--- src/rtl/arcade_input_pkg.sv ---
// Shared definitions for the arcade input front end: button bit indices,
// the PS/2 keymap table, and the coin-on-start FSM state type.
package arcade_input_pkg;

  localparam int unsigned BTN_R    = 0;
  localparam int unsigned BTN_L    = 1;
  localparam int unsigned BTN_D    = 2;
  localparam int unsigned BTN_U    = 3;
  localparam int unsigned BTN_F1   = 4;
  localparam int unsigned BTN_F2   = 5;
  localparam int unsigned KEY_BTNS = 6;

  typedef enum logic [1:0] {
    KIND_BTN,
    KIND_START,
    KIND_COIN
  } key_kind_t;

  // player holds the player index for buttons/start and the slot index for coins
  typedef struct packed {
    logic [7:0] code;
    logic       ext;
    logic       ext_care;
    key_kind_t  kind;
    logic [1:0] player;
    logic [2:0] bit_idx;
  } key_entry_t;

  typedef enum logic [1:0] {
    ST_IDLE,
    ST_COIN,
    ST_GAP,
    ST_START
  } start_state_t;

  localparam int unsigned KEYMAP_LEN = 19;

  // Arrow keys (E0-prefixed) ignore the extended flag; everything else needs ext=0.
  localparam key_entry_t KEYMAP [KEYMAP_LEN] = '{
    '{8'h74, 1'b1, 1'b0, KIND_BTN,   2'd0, 3'(BTN_R)},
    '{8'h6B, 1'b1, 1'b0, KIND_BTN,   2'd0, 3'(BTN_L)},
    '{8'h72, 1'b1, 1'b0, KIND_BTN,   2'd0, 3'(BTN_D)},
    '{8'h75, 1'b1, 1'b0, KIND_BTN,   2'd0, 3'(BTN_U)},
    '{8'h29, 1'b0, 1'b1, KIND_BTN,   2'd0, 3'(BTN_F1)},
    '{8'h14, 1'b0, 1'b1, KIND_BTN,   2'd0, 3'(BTN_F1)},
    '{8'h11, 1'b0, 1'b1, KIND_BTN,   2'd0, 3'(BTN_F2)},
    '{8'h23, 1'b0, 1'b1, KIND_BTN,   2'd1, 3'(BTN_R)},
    '{8'h1C, 1'b0, 1'b1, KIND_BTN,   2'd1, 3'(BTN_L)},
    '{8'h1B, 1'b0, 1'b1, KIND_BTN,   2'd1, 3'(BTN_D)},
    '{8'h1D, 1'b0, 1'b1, KIND_BTN,   2'd1, 3'(BTN_U)},
    '{8'h15, 1'b0, 1'b1, KIND_BTN,   2'd1, 3'(BTN_F1)},
    '{8'h0D, 1'b0, 1'b1, KIND_BTN,   2'd1, 3'(BTN_F2)},
    '{8'h16, 1'b0, 1'b1, KIND_START, 2'd0, 3'd0},
    '{8'h05, 1'b0, 1'b1, KIND_START, 2'd0, 3'd0},
    '{8'h1E, 1'b0, 1'b1, KIND_START, 2'd1, 3'd0},
    '{8'h06, 1'b0, 1'b1, KIND_START, 2'd1, 3'd0},
    '{8'h2E, 1'b0, 1'b1, KIND_COIN,  2'd0, 3'd0},
    '{8'h36, 1'b0, 1'b1, KIND_COIN,  2'd1, 3'd0}
  };

  function automatic logic key_match(input key_entry_t e, input logic [8:0] key);
    return (e.code == key[7:0]) && (!e.ext_care || (e.ext == key[8]));
  endfunction

endpackage

--- src/rtl/arcade_coin_pulse.sv ---
// One coin slot: rising-edge detect on the coin source and a fixed-length,
// non-retriggerable output pulse of COIN_PULSE cycles.
module arcade_coin_pulse #(
  parameter logic [15:0] COIN_PULSE = 16'd2000
) (
  input  logic clk_sys,
  input  logic reset,
  input  logic src,
  output logic pulse
);

  logic        src_q;
  logic [15:0] cnt;

  // Edge detect and down-counter; edges are ignored while the counter runs.
  // src_q tracks the source during reset so a source held through reset
  // does not produce a pulse on release of reset.
  always_ff @(posedge clk_sys) begin
    if (reset) begin
      src_q <= src;
      cnt   <= '0;
      pulse <= 1'b0;
    end else begin
      src_q <= src;
      if (src && !src_q && (cnt == '0)) begin
        cnt   <= COIN_PULSE;
        pulse <= 1'b1;
      end else if (cnt != '0) begin
        cnt   <= cnt - 16'd1;
        pulse <= (cnt != 16'd1);
      end
    end
  end

endmodule

--- src/rtl/arcade_input_mapper.sv ---
// Multi-player PS/2 + joystick input front end for arcade cores.
// Optional feature macro: COIN_ON_START_EN (start request inserts a coin,
// waits, then pulses start; direct start passthrough is disabled).
module arcade_input_mapper
  import arcade_input_pkg::*;
#(
  parameter int unsigned NUM_PLAYERS = 2,
  parameter int unsigned BTN_W       = 8,
  parameter int unsigned NUM_COINS   = 2,
  parameter logic [15:0] COIN_PULSE  = 16'd2000,
  parameter logic [15:0] START_DELAY = 16'd4000
) (
  input  logic                          clk_sys,
  input  logic                          reset,
  input  logic [10:0]                   ps2_key,
  input  logic [16*NUM_PLAYERS-1:0]     joystick,
  output logic [BTN_W*NUM_PLAYERS-1:0]  buttons,
  output logic [NUM_PLAYERS-1:0]        start,
  output logic [NUM_COINS-1:0]          coin
);

  logic                                 toggle_q;
  logic                                 key_event;
  logic [NUM_PLAYERS-1:0][KEY_BTNS-1:0] key_btn;
  logic [NUM_PLAYERS-1:0]               key_start;
  logic [NUM_COINS-1:0]                 key_coin;
  logic [NUM_PLAYERS-1:0]               joy_start;
  logic [BTN_W*NUM_PLAYERS-1:0]         buttons_next;
  logic [NUM_COINS-1:0]                 coin_src;
  logic [NUM_COINS-1:0]                 slot_pulse;
  logic                                 joy_unused;

  // A PS/2 event is signalled by a flip of the toggle bit.
  always_comb key_event = ps2_key[10] ^ toggle_q;

  // Held key state: every matching keymap entry takes the make/break flag.
  always_ff @(posedge clk_sys) begin
    if (reset) begin
      toggle_q  <= ps2_key[10];
      key_btn   <= '0;
      key_start <= '0;
      key_coin  <= '0;
    end else begin
      toggle_q <= ps2_key[10];
      if (key_event) begin
        for (int unsigned i = 0; i < KEYMAP_LEN; i++) begin
          if (key_match(KEYMAP[i], ps2_key[8:0])) begin
            case (KEYMAP[i].kind)
              KIND_BTN:
                for (int unsigned p = 0; p < NUM_PLAYERS; p++)
                  if (KEYMAP[i].player == 2'(p)) key_btn[p][KEYMAP[i].bit_idx] <= ps2_key[9];
              KIND_START:
                for (int unsigned p = 0; p < NUM_PLAYERS; p++)
                  if (KEYMAP[i].player == 2'(p)) key_start[p] <= ps2_key[9];
              KIND_COIN:
                for (int unsigned c = 0; c < NUM_COINS; c++)
                  if (KEYMAP[i].player == 2'(c)) key_coin[c] <= ps2_key[9];
              default: ;
            endcase
          end
        end
      end
    end
  end

  // Merge key state with joystick bits; spare button bits stay 0.
  always_comb begin
    buttons_next = '0;
    joy_start    = '0;
    joy_unused   = 1'b0;
    for (int unsigned p = 0; p < NUM_PLAYERS; p++) begin
      buttons_next[BTN_W*p +: KEY_BTNS] = key_btn[p] | joystick[16*p +: KEY_BTNS];
      joy_start[p] = joystick[16*p+6];
      joy_unused   = joy_unused ^ (^joystick[16*p+7 +: 9]);
    end
  end

  // Registered button outputs.
  always_ff @(posedge clk_sys) begin
    if (reset) buttons <= '0;
    else       buttons <= buttons_next;
  end

  for (genvar c = 0; c < NUM_COINS; c++) begin : g_coin
    if (c < NUM_PLAYERS) begin : g_joy
      assign coin_src[c] = key_coin[c] | joystick[16*c+7];
    end else begin : g_key
      assign coin_src[c] = key_coin[c];
    end

    arcade_coin_pulse #(.COIN_PULSE(COIN_PULSE)) u_pulse (
      .clk_sys (clk_sys),
      .reset   (reset),
      .src     (coin_src[c]),
      .pulse   (slot_pulse[c])
    );
  end

`ifdef COIN_ON_START_EN
  start_state_t           state;
  logic [15:0]            fsm_cnt;
  logic                   fsm_coin;
  logic [1:0]             fsm_player;
  logic [NUM_PLAYERS-1:0] start_src_q;
  logic [NUM_PLAYERS-1:0] start_req;

  always_comb start_req = (key_start | joy_start) & ~start_src_q;

  // Coin-on-start sequencer; in COIN it first waits for any running slot-0
  // pulse to finish, then drives its own pulse (fsm_coin) for COIN_PULSE cycles.
  always_ff @(posedge clk_sys) begin
    if (reset) begin
      state       <= ST_IDLE;
      fsm_cnt     <= '0;
      fsm_coin    <= 1'b0;
      fsm_player  <= '0;
      start       <= '0;
      start_src_q <= key_start | joy_start;
    end else begin
      start_src_q <= key_start | joy_start;
      case (state)
        ST_IDLE: begin
          // descending scan so the lowest player index wins
          for (int unsigned p = NUM_PLAYERS; p > 0; p--) begin
            if (start_req[p-1]) begin
              fsm_player <= 2'(p - 1);
              state      <= ST_COIN;
            end
          end
        end
        ST_COIN: begin
          if (!fsm_coin) begin
            if (!slot_pulse[0]) begin
              fsm_coin <= 1'b1;
              fsm_cnt  <= COIN_PULSE - 16'd1;
            end
          end else if (fsm_cnt == '0) begin
            fsm_coin <= 1'b0;
            fsm_cnt  <= START_DELAY - 16'd1;
            state    <= ST_GAP;
          end else begin
            fsm_cnt <= fsm_cnt - 16'd1;
          end
        end
        ST_GAP: begin
          if (fsm_cnt == '0) begin
            for (int unsigned p = 0; p < NUM_PLAYERS; p++) start[p] <= (fsm_player == 2'(p));
            fsm_cnt <= COIN_PULSE - 16'd1;
            state   <= ST_START;
          end else begin
            fsm_cnt <= fsm_cnt - 16'd1;
          end
        end
        ST_START: begin
          if (fsm_cnt == '0) begin
            start <= '0;
            state <= ST_IDLE;
          end else begin
            fsm_cnt <= fsm_cnt - 16'd1;
          end
        end
        default: state <= ST_IDLE;
      endcase
    end
  end

  // Slot 0 carries both the normal coin pulse and the sequencer's pulse.
  always_comb begin
    coin    = slot_pulse;
    coin[0] = slot_pulse[0] | fsm_coin;
  end
`else
  localparam logic [15:0] unused_start_delay = START_DELAY;

  // Direct registered start passthrough.
  always_ff @(posedge clk_sys) begin
    if (reset) start <= '0;
    else       start <= key_start | joy_start;
  end

  always_comb coin = slot_pulse;
`endif

endmodule
--- config.mk ---
export PLATFORM = sky130hd
export DESIGN_NAME = arcade_input_mapper
export DESIGN_NICKNAME = d
export VERILOG_FILES = /design/src/rtl/arcade_input_pkg.sv /design/src/rtl/arcade_coin_pulse.sv /design/src/rtl/arcade_input_mapper.sv
export SDC_FILE = /design/constraint.sdc
export NUM_CORES = 1
export LEC_CHECK = 0
export CAP_MARGIN = 15
export CORE_ASPECT_RATIO = 0.9
export CORE_MARGIN = 3
export CORE_UTILIZATION = 63
export DETAILED_ROUTE_END_ITERATION = 6
export DONT_BUFFER_PORTS = 1
export GPL_TIMING_DRIVEN = 0
export PLACE_DENSITY = 0.81
export RECOVER_POWER = 25
export SKIP_LAST_GASP = 1
export SYNTH_ARGS = -nofsm -noshare
export SYNTH_HDL_FRONTEND = slang
export SYNTH_SLANG_ARGS = --single-unit
--- constraint.sdc ---
create_clock -name clk_sys -period 2.2 [get_ports clk_sys]
set_clock_uncertainty 0.05 [all_clocks]
set_input_delay 0.44 -clock clk_sys [delete_from_list [all_inputs] [get_ports clk_sys]]
set_output_delay 0.44 -clock clk_sys [all_outputs]
set_load 0.01 [all_outputs]
### After elaboration in Yosys (flattened, before gate mapping)

Cells that the tools add are included.

* $add $sub $neg: 2
* equal/unequal tests: 21
* muxes and demuxes: 14
* bitwise gates (word level): 7
* reductions and logical operators: 48

Operator list (count)
* == test 5 x 8 -> 1 bit (first input constant): 8
* two-way mux 11 bit: 4
* == test 6 x 8 -> 1 bit (first input constant): 4
* == test 7 x 8 -> 1 bit (first input constant): 4
* logical NOT 16 bit: 2
* != test 16 x 1 -> 1 bit (second input constant): 2
* AND reduction 2 bit: 16
* nonzero test 16 bit: 2
* subtractor 16 x 1 -> 16 bit (second input constant): 2
* logical AND 1 bit: 19
* == test 3 x 8 -> 1 bit (first input constant): 2
* bitwise OR 6 bit: 2
* two-way mux 1 bit: 10
* nonzero test 2 bit: 5
* == test 4 x 8 -> 1 bit (first input constant): 1
* OR reduction 2 bit: 2
* logical NOT 1 bit: 2
* bitwise OR 1 bit: 2
* bitwise OR 2 bit: 1
* NOT 1 bit: 1
* bitwise XOR 1 bit: 1

* bits in registers: 71
* input bits: 45
* output and inout port bits: 20
* logic and storage cells: 120

### Depth between registers and ports, before layout

* depth in word-level cells: 4
* depth in mapped cells: 7

### Modules after synthesis

From an unflattened synthesis, not the netlist that was laid out.

* cells, all modules: 356
* area total of the unflattened synthesis: 3225.6 um^2

Modules (own cells, without submodules)
* arcade_coin_pulse: times used 2, cells each 102, area an instance 935.9 um^2
* arcade_input_mapper: times used 1, cells each 152, area an instance 1353.8 um^2

### Least setup slack after synthesis

OpenSTA, ideal clock, no wires.

* path type: in2reg
* from: input ps2_key[4]
* to: register key_btn[4] (netlist bit)
* setup time: 0.072 ns
* data arrival time: 1.809 ns
* data required time: 2.078 ns
* setup slack: 0.269 ns
* stages on the path: 5
* path through: buf_2 > nor4b_1 > nand4b_1 > a2111oi_0 > mux2i_1

* cells in the longest elaborated chain, start to end: 4
* elaborated cells between the ends (all ways): 7

Ends and longest elaborated chain
* start, declared: RTL line arcade_input_mapper.sv:15 `input logic [10:0] ps2_key,`
* == test 6 x 8 -> 1 bit or == test 5 x 8 -> 1 bit (tied branches): RTL line arcade_input_pkg.sv:62 `return (e.code == key[7:0]) && (!e.ext_care || (e.ext == key[8]));`
* logical AND 1 bit: RTL line arcade_input_pkg.sv:62
* nonzero test 2 bit (no source line)
* AND reduction 2 bit (no source line)
* end signal, assigned by index: RTL line arcade_input_mapper.sv:51 `if (KEYMAP[i].player == 2'(p)) key_btn[p][KEYMAP[i].bit_idx] <= ps2_key[9];`
* end, declared: RTL line arcade_input_mapper.sv:24 `logic [NUM_PLAYERS-1:0][KEY_BTNS-1:0] key_btn;`

Parallel ways exist; a longest one is shown, timed or not.
A chain may end at the register's enable or synchronous reset.

### Worst setup path after layout

* from: register g_coin[1].u_pulse.cnt[1]
* to: register g_coin[1].u_pulse.cnt[15]

* cells in the longest elaborated chain, start to end: 3
* elaborated cells between the ends (all ways): 5

Ends and longest elaborated chain
* start, declared: RTL line arcade_coin_pulse.sv:13 `logic [15:0] cnt;`
* start signal, assigned: RTL line arcade_coin_pulse.sv:29 `cnt <= cnt - 16'd1;`
* parallel branches: the longest is 3 deep, another holds subtractor 16 x 1 -> 16 bit

Several ways; the timed one is not identified.

==> run metrics <==
status=complete, no violations; pwr dens=1360 nW/um^2; Initial DRC Count=251; CP Max Fanout=8; hold wc startpoint=ps2_key[10]; Antenna Nets Post-Route=0; GR Util met3=0.0835; combinational share of power=0.446; largest area contributor in the netlist=dfxtp_1; Port Buffers=0; Crit path required time=2420 ps; footprint of the multi-input gates=1800 sq um; crit start category=flip-flop; fillcell total=390; Syn Std Cell Area=3270 sq um; Routed wire per std cell=15.9 um; CTS buffer count=9; vias post-DR=2813; Starting Density=0.664; post-synthesis adder-cell area fraction=0.0229; cell with the most instances after synthesis=dfxtp_1; sequential share of power=0.370; Max-Cap Viols=0; reg2reg start=g_coin[1].u_pulse.cnt[1]$_SDFFE_PP0N_; DRC=0; worst slew pin tran=706 ps; gr usage total=0.258; Mapped Cells=376; Ys Warns=0; GRT busiest layer=met2; asr flop ratio synth=0; CP endpoint kind=flip-flop; Final setup viols=0; fin area=3590 sq um; Final Max Slew Viols=0; number of library cell types mapped by synthesis=58; Hold Path Class=input pin to flip-flop; Yosys reg bits=67; DIE HEIGHT=74.4 um; WP data arrival=2290 ps; Final Util=0.730; Vias/cell=6.12; Post-synth top cells=dfxtp_1, nor2_1, a21oi_1; top post-synthesis cells by area=dfxtp_1, nor2_1, a21oi_1; peak supply drop=1.12 mV; Area Growth Syn to Fin=9.87%; Tot Pwr=4.87 mW; ys flop type=dfxtp_1; I/O Pins=65; Synth Area in Compound Gates=0.153; CP Launch Point=g_coin[1].u_pulse.cnt[1]$_SDFFE_PP0N_; Rel. slew slack=0.525; die area=6100 sq um; Max clock buf depth=2; multiplexer share of the synthesized area=0.0344; fin crit period=2070 ps; quantity of hold-fixing buffers added after cts=0; Yosys top cell area share=0.410; GRT met2 Usage=0.408; grt ovf=0; Tcrit/Tclk final=0.943; Pleak=1.37 nW; largest family of logic cells by synthesized area=simple AND/OR/NAND/NOR gates; number of synthesized flops with an enable pin=0; Clock Power Share=0.184; Ant. Diodes=0; largest net degree at the start of global routing=11; root buffer cell=clkbuf_8; initial antenna violation count=0; Max Clock Freq=482 MHz; drt pass-1 iters=5; Post-Place Cell Area=3360 sq um; Synth Area in Simple Gates=0.313; Final #Nets=443; first-pass GRT wire length=12200 um; Net Switching=2.00 mW; die extent in x=82.0 um; clk_lat worst skew=340 ps; Final GP Congestion=0.976; Core Area=4920 sq um; final WL=7310 um; Seq/Total Area, Yosys=0.410; met1 Usage GRT=0.337; switching share of power=0.411; XOR/XNOR share of the synthesized area=0.0107; Max H-tree Level=3; sequential cell area=1340 sq um; CTS tree=yes; final hold viol count=0; hpwl dp=5190 um; clock tree sinks=67; share of cells above drive strength 1=0.137; num rows=24; clk slew on worst S/H paths=70 ps; Avg Cell Area, Syn=8.70 sq um; number of global-route vias before repair=2609; Internal=2.87 mW; RSZ-0062 raised after global routing=no; critical path type=flip-flop to flip-flop
worst paths after layout:
kind	to	cells past startpoint	slack (ps)
max	g_coin[1].u_pulse.cnt[15]$_SDFFE_PP0N_	6	130
min	toggle_q$_DFF_P_	0	70
max reg2reg	g_coin[1].u_pulse.cnt[15]$_SDFFE_PP0N_	6	130
min reg2reg	buttons[2]$_SDFF_PP0_	2	420
power by group through the flow:
stage	Clock [mW]	Combinational (mW)	Sequential, mW
6_report	0.897	2.17	1.80
2_1_floorplan	0	1.69	1.74
4_1_cts	0.916	2.09	1.79
3_5_place_dp	0	2.05	1.81
5_1_grt	0.960	2.46	1.85
3_3_place_gp	0	1.98	1.80
cells by family after synthesis:
logic type / after synthesis
simple gates: 180
buf+inv: 35
flops: 67
xor+xnor: 4
fa+ha+maj: 6
other cells: 1
mux: 11
compound gates: 72
critical path: stages (launching register included):
cell and delay (ps):
dfxtp_1 400, inv_1 100, ha_1 210, nor4b_2 190, a211o_1 400, or4_1 500
a21oi_1 150
what timing repair did:
item / CTS / global route
hold endpoints to repair: 0 / 0
gates resized for setup: 2 / 6
setup endpoints to repair: 16 / 21
pin swaps: 0 / 1
buffers inserted: 0 / 3
cell type report:
type,instances,share of cell area
Clock buffer,12,0.0432
Clock inverter,2,0.00348
Buffer,22,0.0348
Multi-Input combinational cell,277,0.500
Inverter,12,0.0125
Timing Repair Buffer,3,0.00975
Tap cell,65,0.0226
Sequential cell,67,0.373
placed cells by master, fill, tap and decap left out, drive strengths merged, types with 4 or more instances in the layout:
| cell | Yosys | final |
|---|---|---|
| a211oi | 4 | 4 |
| a21oi | 26 | 26 |
| a31oi | 5 | 5 |
| and3 | 5 | 5 |
| buf | 11 | 13 |
| clkbuf | 12 | 24 |
| conb | 1 | 4 |
| dfxtp | 67 | 67 |
| ha | 6 | 6 |
| inv | 12 | 12 |
| mux2i | 9 | 9 |
| nand2 | 22 | 22 |
| nand2b | 7 | 7 |
| nand3 | 13 | 13 |
| nand4 | 9 | 9 |
| nor2 | 46 | 46 |
| nor2b | 4 | 4 |
| nor3 | 14 | 14 |
| nor3b | 4 | 4 |
| nor4 | 14 | 14 |
| nor4b | 5 | 5 |
| o21ai | 7 | 7 |
| o311a | 4 | 4 |
| o31ai | 10 | 10 |
| or3 | 10 | 10 |
| or4 | 10 | 10 |
through the flow:
step,std cells,TNS (ps),setup slack [ps],hold slack [ps]
after floorplan,379,0,269,381
after global placement,444,-311,-71.3,400
after detailed placement,444,-963,-112,406
after CTS,458,0,54.2,61.8
after global routing,460,0,1.53,52.8
final,460,0,126,71.8
state kept, by name, indices dropped and copies added (netlist names):
name	count
toggle_q	1
g_coin.u_pulse.src_q	2
buttons	12
start	2
key_btn	12
key_coin	2
key_start	2
g_coin.u_pulse.pulse	2
g_coin.u_pulse.cnt	32
routing by layer:
metal,part of all wire,wire length (um)
met1,0.45,3300
met5,0,0
met2,0.47,3420
met4,0.013,93
met3,0.067,492
No activity file was read; power rests on OpenSTA's default activity.
